<file path="src/rtl/isp_pixel_transmitter_pkg.sv">
// Shared stream definitions for the ISP pixel pipeline: FSM encodings,
// the transfer qualifier and the default pixel width.
package isp_stream_pkg;
    localparam int DEFAULT_DATA_WIDTH = 8;

    typedef enum logic {
        ST_IDLE = 1'b0,
        ST_SEND = 1'b1
    } state_t;

    // A beat moves only when the source offers it and the sink takes it.
    function automatic logic transfer(input logic valid, input logic ready);
        return valid & ready;
    endfunction
endpackage

</file>
<file path="src/rtl/isp_pixel_transmitter_if.sv">
// Pixel stream bundle: data plus sof/eol/eof sideband and the
// i_r_ready (valid) / u_r_ready (ready) handshake.
interface isp_pixel_transmitter_if
    import isp_stream_pkg::*;
#(
    parameter int DATA_WIDTH = DEFAULT_DATA_WIDTH
) ();
    logic [DATA_WIDTH-1:0] data_out;
    logic                  sof;
    logic                  eol;
    logic                  eof;
    logic                  i_r_ready;
    logic                  u_r_ready;

    modport master (
        output data_out, sof, eol, eof, i_r_ready,
        input  u_r_ready
    );

    modport slave (
        input  data_out, sof, eol, eof, i_r_ready,
        output u_r_ready
    );
endinterface

</file>
<file path="src/rtl/isp_pixel_transmitter_raster_counter.sv">
// Raster position counter: x walks across a line, y steps down the frame,
// both wrap to zero after the last pixel of the frame.
module raster_counter
    import isp_stream_pkg::*;
#(
    parameter int IMG_WIDTH  = 4,
    parameter int IMG_HEIGHT = 2,
    localparam int XW = (IMG_WIDTH  > 1) ? $clog2(IMG_WIDTH)  : 1,
    localparam int YW = (IMG_HEIGHT > 1) ? $clog2(IMG_HEIGHT) : 1
) (
    input  logic          clock,
    input  logic          reset,
    input  logic          clear,
    input  logic          advance,
    output logic [XW-1:0] x,
    output logic [YW-1:0] y,
    output logic          first,
    output logic          last_in_line,
    output logic          last_in_frame
);
    assign first         = (x == '0) && (y == '0);
    assign last_in_line  = (x == XW'(IMG_WIDTH - 1));
    assign last_in_frame = last_in_line && (y == YW'(IMG_HEIGHT - 1));

    always_ff @(posedge clock) begin
        if (reset || clear) begin
            x <= '0;
            y <= '0;
        end else if (advance) begin
            if (last_in_line) begin
                x <= '0;
                y <= last_in_frame ? '0 : y + 1'b1;
            end else begin
                x <= x + 1'b1;
            end
        end
    end
endmodule

</file>
<file path="src/rtl/isp_pixel_transmitter.sv">
// Ramp-pattern frame source: on start, streams one IMG_WIDTH x IMG_HEIGHT
// frame of seed + linear index pixels, honouring downstream backpressure.
module isp_pixel_transmitter
    import isp_stream_pkg::*;
#(
    parameter int DATA_WIDTH = DEFAULT_DATA_WIDTH,
    parameter int IMG_WIDTH  = 4,
    parameter int IMG_HEIGHT = 2
) (
    input  logic                  clock,
    input  logic                  reset,
    input  logic                  start,
    input  logic                  abort,
    input  logic [DATA_WIDTH-1:0] seed,
    output logic                  busy,
    output logic                  frame_done,
    isp_pixel_transmitter_if.master stream
);
    localparam int XW = (IMG_WIDTH  > 1) ? $clog2(IMG_WIDTH)  : 1;
    localparam int YW = (IMG_HEIGHT > 1) ? $clog2(IMG_HEIGHT) : 1;
    localparam int IW = DATA_WIDTH + $clog2(IMG_WIDTH * IMG_HEIGHT);

    state_t                state;
    logic                  valid;
    logic [DATA_WIDTH-1:0] seed_q;
    logic [XW-1:0]         x;
    logic [YW-1:0]         y;
    logic                  first, last_in_line, last_in_frame;
    logic                  xfer, accept, advance;
    logic [IW-1:0]         pix;

    assign xfer    = transfer(valid, stream.u_r_ready);
    assign accept  = (state == ST_IDLE) && start && !abort;
    // The eof beat never advances; the counter is re-cleared on the next start.
    assign advance = (state == ST_SEND) && xfer && !last_in_frame && !abort;

    raster_counter #(
        .IMG_WIDTH (IMG_WIDTH),
        .IMG_HEIGHT(IMG_HEIGHT)
    ) u_raster (
        .clock        (clock),
        .reset        (reset),
        .clear        (accept),
        .advance      (advance),
        .x            (x),
        .y            (y),
        .first        (first),
        .last_in_line (last_in_line),
        .last_in_frame(last_in_frame)
    );

    // Wide sum so the index never overflows before the final wrap to DATA_WIDTH.
    assign pix = IW'(seed_q) + IW'(y) * IW'(IMG_WIDTH) + IW'(x);

    assign stream.i_r_ready = valid;
    assign stream.data_out  = valid ? pix[DATA_WIDTH-1:0] : '0;
    assign stream.sof       = valid && first;
    assign stream.eol       = valid && last_in_line;
    assign stream.eof       = valid && last_in_frame;

    always_ff @(posedge clock) begin
        if (reset) begin
            state      <= ST_IDLE;
            valid      <= 1'b0;
            busy       <= 1'b0;
            frame_done <= 1'b0;
            seed_q     <= '0;
        end else begin
            frame_done <= 1'b0;
            case (state)
                ST_IDLE: begin
                    if (accept) begin
                        seed_q <= seed;
                        state  <= ST_SEND;
                        valid  <= 1'b1;
                        busy   <= 1'b1;
                    end
                end
                ST_SEND: begin
                    if (abort) begin
                        state <= ST_IDLE;
                        valid <= 1'b0;
                        busy  <= 1'b0;
                    end else if (xfer && last_in_frame) begin
                        state      <= ST_IDLE;
                        valid      <= 1'b0;
                        busy       <= 1'b0;
                        frame_done <= 1'b1;
                    end
                end
                default: state <= ST_IDLE;
            endcase
        end
    end
endmodule

</file>
<file path="src/flat_wrapper.sv">
// flat-port wrapper written by rule: the top's interface ports become plain ports
module isp_pixel_transmitter_flat import isp_stream_pkg::*;
#(
    parameter int DATA_WIDTH = DEFAULT_DATA_WIDTH,
    parameter int IMG_WIDTH  = 4,
    parameter int IMG_HEIGHT = 2
)
  (clock, reset, start, abort, seed, busy, frame_done, stream_data_out, stream_sof, stream_eol, stream_eof, stream_i_r_ready, stream_u_r_ready);
  isp_pixel_transmitter_if #(.DATA_WIDTH(DATA_WIDTH)) stream_i ();
  input  logic clock;
  input  logic reset;
  input  logic start;
  input  logic abort;
  input  logic [DATA_WIDTH-1:0] seed;
  output logic busy;
  output logic frame_done;
  output wire logic [$bits(stream_i.data_out)-1:0] stream_data_out;
  output wire logic [$bits(stream_i.sof)-1:0] stream_sof;
  output wire logic [$bits(stream_i.eol)-1:0] stream_eol;
  output wire logic [$bits(stream_i.eof)-1:0] stream_eof;
  output wire logic [$bits(stream_i.i_r_ready)-1:0] stream_i_r_ready;
  input wire logic [$bits(stream_i.u_r_ready)-1:0] stream_u_r_ready;
  assign stream_data_out = stream_i.data_out;
  assign stream_sof = stream_i.sof;
  assign stream_eol = stream_i.eol;
  assign stream_eof = stream_i.eof;
  assign stream_i_r_ready = stream_i.i_r_ready;
  assign stream_i.u_r_ready = stream_u_r_ready;
  isp_pixel_transmitter #(.DATA_WIDTH(DATA_WIDTH), .IMG_WIDTH(IMG_WIDTH), .IMG_HEIGHT(IMG_HEIGHT)) u_core (.clock(clock), .reset(reset), .start(start), .abort(abort), .seed(seed), .busy(busy), .frame_done(frame_done), .stream(stream_i));
endmodule
</file>
<file path="config.mk">
export PLATFORM = sky130hd
export DESIGN_NAME = isp_pixel_transmitter_flat
export DESIGN_NICKNAME = d
export VERILOG_FILES = /design/src/rtl/isp_pixel_transmitter_pkg.sv /design/src/rtl/isp_pixel_transmitter_if.sv /design/src/rtl/isp_pixel_transmitter_raster_counter.sv /design/src/rtl/isp_pixel_transmitter.sv /design/src/flat_wrapper.sv
export SDC_FILE = /design/constraint.sdc
export NUM_CORES = 1
export LEC_CHECK = 0
export CAP_MARGIN = 5
export CORE_MARGIN = 2
export CORE_UTILIZATION = 44
export DETAILED_ROUTE_END_ITERATION = 12
export GPL_TIMING_DRIVEN = 0
export PLACE_DENSITY = 0.89
export RECOVER_POWER = 50
export SLEW_MARGIN = 20
export SYNTH_ARGS = -nofsm -noshare
export SYNTH_HDL_FRONTEND = slang
export SYNTH_SLANG_ARGS = --single-unit
export TNS_END_PERCENT = 50
</file>
<file path="constraint.sdc">
create_clock -name clock -period 2.8 [get_ports clock]
set_clock_uncertainty 0.2 [all_clocks]
set_input_delay 0.7 -clock clock [delete_from_list [all_inputs] [get_ports clock]]
set_output_delay 0.7 -clock clock [all_outputs]
set_load 0.005 [all_outputs]
</file>
==> results_dict.tcl, run 1 <==
set metrics [dict create \
    status "finished, violations left" \
    violations "setup timing" \
    holdWs_ns 0.324 \
    ys_seq_area_share_pct 33.9 \
    wl_met1_um 847 \
    syn_area_um2 827 \
    reg2reg_depth 4 \
    setup_ws_ns -0.0455 \
    drc 0 \
    hold_buffers 0 \
    antenna_found_initial 0 \
    dr.pass1.iters 4 \
    post-route-util_pct 69.5 \
    clock_sinks 14 \
    grt_first_pass_wirelength_um 3280 \
    initial_core_util_pct 47.4 \
    first_global_vias 777 \
    core_mm2 0.00175 \
    path_max_fanout 7 \
    ant_nets 0 \
    rsz0062_at_grt "yes" \
    post-route-period-util_pct 102 \
    tns_ns -0.0455 \
    total_leakage_power_nw 0.495 \
    synth_nets 118 \
    netlist_instances 99 \
    met2_length_um 1140 \
    clk_latency_ns 0.28 \
    grt_remaining_overflow 0 \
    worstReg2RegStart "u_core.state" \
    cp-startpoint "u_core.u_raster.y" \
    seq_area_um2 290 \
    timing.rr.end "u_core.seed_q[3]" \
    startpoint_type "flop" \
    irDropWorstVdd_v 0.000372 \
    cp-endpoint "stream_data_out[3]" \
    die_h_um 47.4 \
    synth_top_family_by_area "simple AND/OR/NAND/NOR gates" \
    postPlaceCellArea_mm2 0.00112 \
    finalInstanceArea_mm2 0.00121 \
    ios 27 \
    htreeDepth 1 \
    area_delta_synth_final_pct 46.7 \
    path_class "flop to output pin" \
    routed_wl_um 2110 \
    cts.clk_slew.worst_paths_ns 0.08 \
    num_rows 15 \
    synth_fa_ha_area_share_pct 9.98 \
    clockRootBuffer "clkbuf_4" \
    dp_hpwl_um 1520 \
    nFillCells 142 \
    highest_layer "met4" \
    arrival_ns 1.95 \
    synth_seq_cells 14 \
    period_minus_slack_ns 2.85 \
    fmax_ghz 0.351 \
    powerDensity_mw_per_mm2 330 \
    diodes 0 \
    synth_cell_types 30 \
    synthMuxAreaShare_pct 12.1 \
    synth-simple-area-share_pct 25.1 \
    vias 829 \
    viasPerCell 5.35 \
    wl_per_cell_um 13.6 \
    finalHoldViolCount 0 \
    cap_violations 0 \
    drive_gt1_share_pct 17.7 \
    slew_headroom_pct 53.6 \
    die_area_mm2 0.00224 \
    wl_met3_um 102 \
    place_congestion 0.774 \
    hp-class "flop to flop" \
    place_inst 150 \
    synth-xor-area-share_pct 1.06 \
    required_ns 1.90 \
    end_kind "output pin" \
    final_cells 155 \
    cts_tree "yes" \
    slew_violations 0 \
    ys_warn_count 0 \
    tightest_slew_ns 0.696 \
    clockBufferDepth 2 \
    finalNetCount 151 \
    dieWidth_um 47.4 \
    cts_buffers 3 \
    io_buffers 26 \
    multi_input_area_um2 551 \
    r2r_setup_slack_ns 0.99 \
    setup_viol 1 \
    synth_compound_area_share_pct 12.3 \
    grt_usage_pct 21.4 \
    syn_area_per_cell_um2 8.35 \
    grt_max_degree 11 \
    drt_iter0_drc 21 \
]
-- flip-flops by register name, summed over array words and instances (netlist names) --
signal	count
u_core.seed_q	8
u_core.u_raster.x	2
u_core.busy	1
u_core.frame_done	1
u_core.state	1
u_core.u_raster.y	1
-- cell usage after synthesis --
cell | instances | share of area (%)
dfxtp_1 | 14 | 34
nor2_1 | 14 | 6.4
a21oi_1 | 10 | 6.1
mux2i_1 | 10 | 12
nand2_1 | 6 | 2.7
ha_1 | 5 | 7.6
inv_1 | 5 | 2.3
nand3_1 | 4 | 2.4
o21ai_0 | 4 | 2.4
and2_1 | 3 | 2.3
or3_1 | 3 | 2.3
buf_4 | 2 | 1.8
nand4_1 | 2 | 1.5
a211oi_1 | 1 | 0.91
a21bo_2 | 1 | 1.2
a21o_1 | 1 | 0.91
a31oi_1 | 1 | 0.76
and3_1 | 1 | 0.76
and3b_1 | 1 | 1.1
buf_2 | 1 | 0.60
clkbuf_1 | 1 | 0.45
fa_1 | 1 | 2.4
inv_2 | 1 | 0.45
nand2b_1 | 1 | 0.76
nand3b_1 | 1 | 0.91
nor3b_2 | 1 | 1.5
or2_2 | 1 | 0.76
or2b_1 | 1 | 0.91
or4_1 | 1 | 0.91
xnor2_1 | 1 | 1.1
-- worst min path at each step --
stage,start,endpoint,slack (ns),depth (start not counted)
3_3_place_gp,u_core.seed_q[2],u_core.seed_q[2],0.28,2
6_report,u_core.seed_q[7],u_core.seed_q[7],0.32,2
5_1_grt,u_core.state,u_core.busy,0.36,1
3_5_place_dp,u_core.seed_q[2],u_core.seed_q[2],0.30,2
2_1_floorplan,u_core.seed_q[0],u_core.seed_q[0],0.26,2
4_1_cts,u_core.seed_q[7],u_core.seed_q[7],0.33,2
-- cell families (layout without fill, tap and decap cells) --
kind of cell               count (synthesis)  count (layout)
and+or+nand+nor                           40              40
AOI/OAI and AO/OA                         18              18
DFF                                       14              14
muxes                                     10              10
buffers and inverters                     10              41
adders and majority gates                  6               6
xor gates and xnor gates                   1               1
-- power by group --
group / internal (mW) / switching, mW / total (mW)
registers: 0.205 / 0.00920 / 0.214
logic: 0.0400 / 0.0287 / 0.0687
clock network: 0.0499 / 0.0677 / 0.118
total: 0.295 / 0.106 / 0.400
-- cell usage in the layout (no fill, tap or decap), types with 2 or more instances in the layout --
cell type	netlist	routed
inv_1	5	5
o21ai_0	4	3
dfxtp_1	14	10
nor2_1	14	14
ha_1	5	3
and2_1	3	3
clkbuf_4	0	3
dlymetal6s2s_1	0	3
nand2_1	6	6
buf_4	2	3
a21oi_2	0	3
clkdlybuf4s50_1	0	18
dfxtp_2	0	2
dfxtp_4	0	2
or3_1	3	3
clkbuf_1	1	2
buf_2	1	2
a21oi_1	10	6
mux2i_1	10	10
nand4_1	2	2
ha_4	0	2
dlygate4sd3_1	0	2
nand3_1	4	3
-- critical path, stage by stage, from the launching register on --
cell and delay (ns):
dfxtp_4 0.38, ha_4 0.31, nand3_2 0.13, a21o_1 0.18, a21oi_1 0.14, clkdlybuf4s50_1 0.51
-- layer usage --
layer / vias up / global-route usage, %
met5: - / 0
met4: 0 / 6.67
met3: 4 / 6.15
met2: 30 / 39.2
met1: 388 / 23.3
li1: 407 / -
-- per-stage QoR --
| stage | worst slack [ns] | total power [mW] |
|---|---|---|
| after global routing | -0.130 | 0.418 |
| after CTS | -0.0880 | 0.401 |
| after detailed placement | -0.111 | 0.288 |
| after global placement | -0.0738 | 0.285 |
| final | -0.0455 | 0.400 |
| after floorplan | 0.473 | 0.252 |
-- final cells by class --
cell class              instances  area share (%)
plain buffers                   4            1.65
clock buffers                   3            1.86
inverters                       6            1.86
multi-input cells              75            45.4
flip-flops and latches         14            23.9
well taps                      25            2.58
repair buffers                 28            22.8
-- repair_timing --
action / 4_1_cts / 5_1_grt
buffers inserted: 1 / 1
gates resized for setup: 15 / 12
setup endpoints to repair: 7 / 6
pin swaps: 2 / 4
Power figures use the tool's default switching activity.
==> run 2: changes to the inputs <==
Settings changed: CORE_UTILIZATION 44 to 29, PLACE_DENSITY 0.89 to 0.67.
==> run 2 against run 1 <==
Compared with the run above:
- the run now ends clean
- routed wire length fell by 1.9%
- clock power down 6%
- count of clock-buffer cells in the layout did not move
- core utilization shrank 23 points
- via count fell by 5.2%
- sequential power about the same
- register-to-register slack improved by 0.02 ns
- sequential share of layout area shrank 0.78 points
- critical path depth is the same
- highest routed layer unchanged
==> results_dict.tcl, run 2 (synthesis results as in run 1) <==
set metrics [dict create \
    clk_latency_ns 0.27 \
    io_buffers 26 \
    hold_buffers 0 \
    hp-class "flop to flop" \
    grt_first_pass_wirelength_um 3200 \
    ios 27 \
    total_leakage_power_nw 0.500 \
    path_class "flop to output pin" \
    finalNetCount 152 \
    end_kind "output pin" \
    drc 0 \
    place_congestion 0.746 \
    arrival_ns 1.89 \
    slew_headroom_pct 57.9 \
    num_rows 19 \
    powerDensity_mw_per_mm2 315 \
    ant_nets 0 \
    drt_iter0_drc 18 \
    dp_hpwl_um 1520 \
    setup_ws_ns 0.0128 \
    clockRootBuffer "clkbuf_4" \
    post-route-util_pct 46.1 \
    largest_register "u_core.seed_q" \
    finalHoldViolCount 0 \
    clock_sinks 14 \
    initial_core_util_pct 30.3 \
    routed_wl_um 2070 \
    die_area_mm2 0.00329 \
    irDropWorstVdd_v 0.000288 \
    cts_buffers 3 \
    cts.clk_slew.worst_paths_ns 0.08 \
    viasPerCell 4.85 \
    diodes 0 \
    first_global_vias 728 \
    core_mm2 0.00273 \
    period_minus_slack_ns 2.79 \
    place_inst 156 \
    antenna_found_initial 0 \
    pre_cts_ws_ns -0.133 \
    reg_top3 "u_core.seed_q: 8 flops, u_core.u_raster.x: 2 flops" \
    startpoint_type "flop" \
    htreeDepth 1 \
    die_h_um 57.4 \
    area_delta_synth_final_pct 52.3 \
    path_max_fanout 4 \
    tightest_slew_ns 0.631 \
    mostFrequentLayoutCells "clkdlybuf4s50_1 (18), nor2_1 (14), mux2i_1 (10), dfxtp_1 (9)" \
    fmax_ghz 0.359 \
    dr.pass1.iters 4 \
    cap_violations 0 \
    drive_gt1_share_pct 20.6 \
    slew_violations 0 \
    dieWidth_um 57.4 \
    setup_viol 0 \
    cts_tree "yes" \
    grt_usage_pct 12.7 \
    vias 786 \
    largest_reg_flops 8 \
    rsz0062_at_grt "yes" \
    status "complete, no violations" \
    post-route-period-util_pct 99.5 \
    tns_ns 0 \
    final_cells 162 \
    layout_commonest_cell "clkdlybuf4s50_1" \
    required_ns 1.90 \
    clockBufferDepth 2 \
    wl_per_cell_um 12.8 \
    grt_remaining_overflow 0 \
    grt_max_degree 11 \
]
## run 2: timing repair
action / in CTS / in global routing
endpoints found under the setup margin: 7 / 6
endpoints found under the hold margin: 0 / 0
setup buffers: 0 / 3
pin swaps: 2 / 5
resized for setup: 16 / 16
## run 2: where the power goes
| group | leakage, nW | total, mW | switching [mW] | internal (mW) |
|---|---|---|---|---|
| registers | 0.117 | 0.215 | 0.0103 | 0.205 |
| logic | 0.370 | 0.0705 | 0.0292 | 0.0413 |
| clock network | 0.0138 | 0.111 | 0.0616 | 0.0498 |
## run 2: worst paths after layout
path	from	end	slack, ns	depth (start not counted)
setup / recovery	u_core.u_raster.y	stream_data_out[3]	0.01	5
hold reg to reg	u_core.u_raster.x[0]	u_core.u_raster.x[0]	0.34	2
setup reg to reg	u_core.state	u_core.seed_q[7]	1.01	4
hold / removal	u_core.u_raster.x[0]	u_core.u_raster.x[0]	0.34	2
## run 2: per-stage QoR
stage	area (um^2)	hold slack [ns]	power (mW)
3_3_place_gp	1130	0.297	0.287
6_report	1260	0.341	0.397
3_5_place_dp	1130	0.331	0.289
4_1_cts	1200	0.332	0.401
2_1_floorplan	827	0.265	0.252
5_1_grt	1260	0.376	0.421
## run 2: area by class of cell
class                           count  area (um^2)
Tap cell                           31         38.8
Timing Repair Buffer               29          279
Inverter                            6         22.5
Buffer                              4         20.0
Fill cell                         270         1470
Clock buffer                        3         22.5
Sequential cell                    14          292
Multi-Input combinational cell     75          586
## run 2: worst max-delay path: stages (launching register included)
cell and delay [ns]:
dfxtp_4 0.36, ha_4 0.31, nand3_4 0.11, a21o_1 0.18
a21oi_1 0.14, clkdlybuf4s50_1 0.51
## run 2: per-layer routing
| layer | track usage [%] | vias up | share of wire (%) |
|---|---|---|---|
| met5 | 0 | - | 0 |
| li1 | - | 408 | - |
| met3 | 2.04 | 2 | 4.2 |
| met4 | 5.98 | 0 | 1.2 |
| met1 | 14.5 | 357 | 45 |
| met2 | 22.9 | 19 | 50 |
==> patch 1, RTL diff (config.mk and constraints of run 1) <==
`IMG_WIDTH` is set to 4 in 3 places; all go to 8.
--- a/src/rtl/isp_pixel_transmitter_raster_counter.sv
+++ b/src/rtl/isp_pixel_transmitter_raster_counter.sv
@@ -3,7 +3,7 @@
 module raster_counter
     import isp_stream_pkg::*;
 #(
-    parameter int IMG_WIDTH  = 4,
+    parameter int IMG_WIDTH  = 8,
     parameter int IMG_HEIGHT = 2,
     localparam int XW = (IMG_WIDTH  > 1) ? $clog2(IMG_WIDTH)  : 1,
     localparam int YW = (IMG_HEIGHT > 1) ? $clog2(IMG_HEIGHT) : 1
--- a/src/rtl/isp_pixel_transmitter.sv
+++ b/src/rtl/isp_pixel_transmitter.sv
@@ -4,7 +4,7 @@
     import isp_stream_pkg::*;
 #(
     parameter int DATA_WIDTH = DEFAULT_DATA_WIDTH,
-    parameter int IMG_WIDTH  = 4,
+    parameter int IMG_WIDTH  = 8,
     parameter int IMG_HEIGHT = 2
 ) (
     input  logic                  clock,
--- a/src/flat_wrapper.sv
+++ b/src/flat_wrapper.sv
@@ -2,7 +2,7 @@
 module isp_pixel_transmitter_flat import isp_stream_pkg::*;
 #(
     parameter int DATA_WIDTH = DEFAULT_DATA_WIDTH,
-    parameter int IMG_WIDTH  = 4,
+    parameter int IMG_WIDTH  = 8,
     parameter int IMG_HEIGHT = 2
 )
   (clock, reset, start, abort, seed, busy, frame_done, stream_data_out, stream_sof, stream_eol, stream_eof, stream_i_r_ready, stream_u_r_ready);
Formal check against the unedited RTL: not equivalent (a bounded check fails within 10 cycles, from zero or initial values and one cycle with reset high).
==> patch 1 against run 1 <==
The flow still finishes with violations (negative setup slack). Count of clock-buffer cells in the layout is 1 higher. Design area is 16% higher. Die area is 7.7% higher. Clock power is 4% higher. Worst setup slack got worse by 0.044 ns. Largest power group unchanged. Register-to-register slack got worse by 0.18 ns. Area after synthesis up 8.5%. Sequential cell count rose by 1. First-iteration DRC count is 4.8% higher. Routed wire length is 16% higher. Power up 4.6%. Combinational power barely moved.
==> patch 1: results (changes against run 1) <==
Run status: complete, but fails checks (unchanged). Failing checks: negative setup slack (unchanged). The number of distinct library cell variants in the gate-level netlist after synthesis was 35 (was 30). The number of nets in the layout is 170 (was 151). Ranking of synthesized cells by area: sky130_fd_sc_hd__dfxtp_1 (33%), sky130_fd_sc_hd__ha_1 (9.8%), sky130_fd_sc_hd__nand2_1 (8.4%), sky130_fd_sc_hd__a21oi_1 (6.1%), sky130_fd_sc_hd__a211oi_2 (2.8%) (was sky130_fd_sc_hd__dfxtp_1 (34%), sky130_fd_sc_hd__mux2i_1 (12%), sky130_fd_sc_hd__ha_1 (7.6%), sky130_fd_sc_hd__nor2_1 (6.4%), sky130_fd_sc_hd__a21oi_1 (6.1%)). The internal portion of total power came to 311 µW (was 295 µW). The cell type group with the largest total delay on the critical path is adder cells (was buffers and inverters). The routed wirelength normalized by instance count was 14.0 µm (was 13.6 µm). Largest registers in the final layout: u_core.seed_q: 8 flops, u_core.u_raster.x: 3 flops (was u_core.seed_q: 8 flops, u_core.u_raster.x: 2 flops).

The startpoint of the most critical register-to-register path was u_core.u_raster.x[0]$_SDFFE_PP0P_ (was u_core.state$_SDFF_PP0_). The slowest stage cell on the critical path is sky130_fd_sc_hd__fa_2 (was sky130_fd_sc_hd__clkdlybuf4s50_1). The number of cell instances on the worst register-to-register path is 7 (was 4). The power dissipated in combinational cells came out at 68.6 µW (was 68.7 µW).

The final worst slack is -0.0899 ns (was -0.0455 ns). The via count of the first global-routing pass is 934 (was 777). The hold path endpoint is u_core.busy$_SDFFE_PP0P_ (was u_core.seed_q[7]$_SDFFE_PP0P_). The headroom to the max-slew limit came out at 67.1% (was 53.6%). The global-route wire length before repair is 4060 µm (was 3280 µm).

The power per unit of standard cell area is 298 mW/mm² (was 330 mW/mm²). The cell area after placement is 0.00119 mm² (was 0.00112 mm²). The instance count along the most critical hold path is 1 (was 2).

The via count is 917 (was 829). The wire length on met3 is 79 µm (was 102 µm). The cell leakage power is 0.000551 µW (was 0.000495 µW). The maximum resistive drop on vdd was 0.314 mV (was 0.372 mV). The number of endpoints failing setup at the final stage came out at 4 (was 1). The critical path endpoint is stream_data_out[6] (was stream_data_out[3]). The worst hold slack is 0.279 ns (was 0.324 ns). The share of synthesized area spent on multiplexers is 2.23% (was 12.1%). The internal reg-to-reg setup slack is 0.81 ns (was 0.99 ns).
-- patch 1: timing repair --
action,CTS,global route
buffers inserted,6,6
pin swaps,5,11
gates resized for setup,30,14
setup endpoints to repair,9,8
-- patch 1: metal layers --
metal,up-vias,GRT usage (%)
li1,461,-
met1,427,24.4
met2,24,39.6
met3,5,3.99
met4,0,10.5
met5,-,0
-- patch 1: area by class of cell --
class	instances	area share (%)
multi-input cells	83	46.7
repair buffers	38	23.6
flip-flops and latches	15	23.0
well taps	27	2.40
clock buffers	4	1.87
inverters	5	1.34
plain buffers	3	1.07
-- patch 1: metrics by stage --
step	setup TNS [ns]	std cells	utilization, %	setup slack, ns
finish	-0.238	175	72.4	-0.0899
global route	-0.615	175	72.4	-0.195
CTS	-0.242	169	68.8	-0.173
detailed placement	-0.580	159	61.3	-0.241
global placement	-0.454	159	61.3	-0.224
floorplan	0	106	-	0.304
==> patch 2, RTL diff (flow settings as in run 1) <==
Without the edit above. Make the reset (`reset`) asynchronous in one clocked block.
--- a/src/rtl/isp_pixel_transmitter.sv
+++ b/src/rtl/isp_pixel_transmitter.sv
@@ -58,7 +58,7 @@
     assign stream.eol       = valid && last_in_line;
     assign stream.eof       = valid && last_in_frame;
 
-    always_ff @(posedge clock) begin
+    always_ff @(posedge clock or posedge reset) begin
         if (reset) begin
             state      <= ST_IDLE;
             valid      <= 1'b0;
Function: differs if reset is asserted again (counterexample within 4 cycles, from zero or initial values and one cycle with reset high); with reset held inactive, the same outputs for 10 cycles.
==> patch 2 against run 1 <==
Via count shrank 8.0%. Fmax up 3.7%. Sequential cell count stayed put. Sequential share of layout area rose by 4.0 points. Utilization decreased by 0.74 points. Routed wire length shrank 5.5%. First-iteration DRC count unchanged. Non-clock buffer count decreased by 2. Worst setup slack improved by 0.10 ns. Area after synthesis grew 2.9%. Design area unchanged.
Power is not compared: it rests on default switching activity, and its combinational part moved more than twofold at a synthesized area within 25%.
==> patch 2: results (changes against run 1) <==
The storage element area is 339 µm² (was 290 µm²). The hold path startpoint is u_core.seed_q[0]$_DFFE_PP0P_ (was u_core.seed_q[7]$_SDFFE_PP0P_). The startpoint of the most critical register-to-register path is u_core.state$_DFF_PP0_ (was u_core.state$_SDFF_PP0_). The number of combinational gates with multiple inputs came out at 63 (was 75).

Ranking of synthesized cells by area: sky130_fd_sc_hd__dfrtp_1 (32%), sky130_fd_sc_hd__mux2_2 (9.3%), sky130_fd_sc_hd__ha_1 (7.4%), sky130_fd_sc_hd__dfxtp_1 (7.1%), sky130_fd_sc_hd__a21oi_1 (4.7%) (was sky130_fd_sc_hd__dfxtp_1 (34%), sky130_fd_sc_hd__mux2i_1 (12%), sky130_fd_sc_hd__ha_1 (7.6%), sky130_fd_sc_hd__nor2_1 (6.4%), sky130_fd_sc_hd__a21oi_1 (6.1%)). The cell type group with the largest total delay on the critical path is flip-flops (was buffers and inverters). The clock network area share is 2.99% (was 1.86%). The weighted congestion at the end of routability-driven global placement is 0.692 (was 0.774). The post-synthesis area per instance was 10.0 µm² (was 8.35 µm²).

The endpoint arrival time on the critical path came out at 1.84 ns (was 1.95 ns). Post-synth top cells: sky130_fd_sc_hd__dfrtp_1 (11), sky130_fd_sc_hd__a21oi_1 (8), sky130_fd_sc_hd__mux2_2 (7) (was sky130_fd_sc_hd__dfxtp_1 (14), sky130_fd_sc_hd__nor2_1 (14), sky130_fd_sc_hd__a21oi_1 (10), sky130_fd_sc_hd__mux2i_1 (10), sky130_fd_sc_hd__nand2_1 (6)). The layout buffer count excluding clock buffers was 30 (was 32). The instance count along the most critical hold path is 1 (was 2). The slowest stage cell on the critical path is sky130_fd_sc_hd__dfrtp_1 (was sky130_fd_sc_hd__clkdlybuf4s50_1). The longest individual stage delay on the worst path came out at 0.43 ns (was 0.51 ns). The netlist area before placement was 851 µm² (was 827 µm²). The growth of design area from synthesis to finish is 42.6% (was 46.7%). The post-place setup slack came out at -0.138 ns (was -0.111 ns). The detailed placement HPWL is 1510 µm (was 1520 µm). The hold path endpoint was u_core.seed_q[0]$_DFFE_PP0P_ (was u_core.seed_q[7]$_SDFFE_PP0P_). The inverter count of the layout excluding clock inverters is 5 (was 6).

The number of cell instances on the worst register-to-register path came out at 3 (was 4). Run status: complete, no violations (was complete, but fails checks). The sequential element share of the synthesized area is 39.4% (was 33.9%).

The total length of routed wires came out at 2000 µm (was 2110 µm). The critical path endpoint is stream_data_out[7] (was stream_data_out[3]). The via density per instance came out at 5.41 (was 5.35). The global-route wire length before repair came out at 3110 µm (was 3280 µm).

The first element of the critical path was u_core.seed_q[2]$_DFFE_PP0P_ (was u_core.u_raster.y$_SDFFE_PP0P_). The cell count after placement is 136 (was 150). The fraction of area in multi-input gates was 42.7% (was 45.4%). The via count of the first global-routing pass came to 697 (was 777).
patch 2: cell types whose count changed after synthesis, sizes merged, moves of 7 or more:
cell,delta
mux2i,-8
dfrtp,+11
nor2,-12
mux2,+7
dfxtp,-11
patch 2: logic make-up (layout without fill, tap and decap cells):
group / count (synthesis) / after routing / share of synthesized area [%]
multiplexers: 9 / 9 / 11.6
flip-flops: 14 / 14 / 39.4
buffers and inverters: 8 / 39 / 4.41
adder cells (fa/ha/maj): 6 / 6 / 9.71
AND/OR/NAND/NOR: 28 / 28 / 20.6
AO/OA/AOI/OAI: 19 / 19 / 13.2
XOR/XNOR: 1 / 1 / 1.03
patch 2: layer usage:
layer  track usage (%)  vias to the layer above  routed length [µm]
met4              10.3                        0                  54
met5                 0                        -                   0
li1                  -                      370                   -
met1              25.3                      367                 841
met2              34.4                       20                1040
met3              2.26                        6                  58
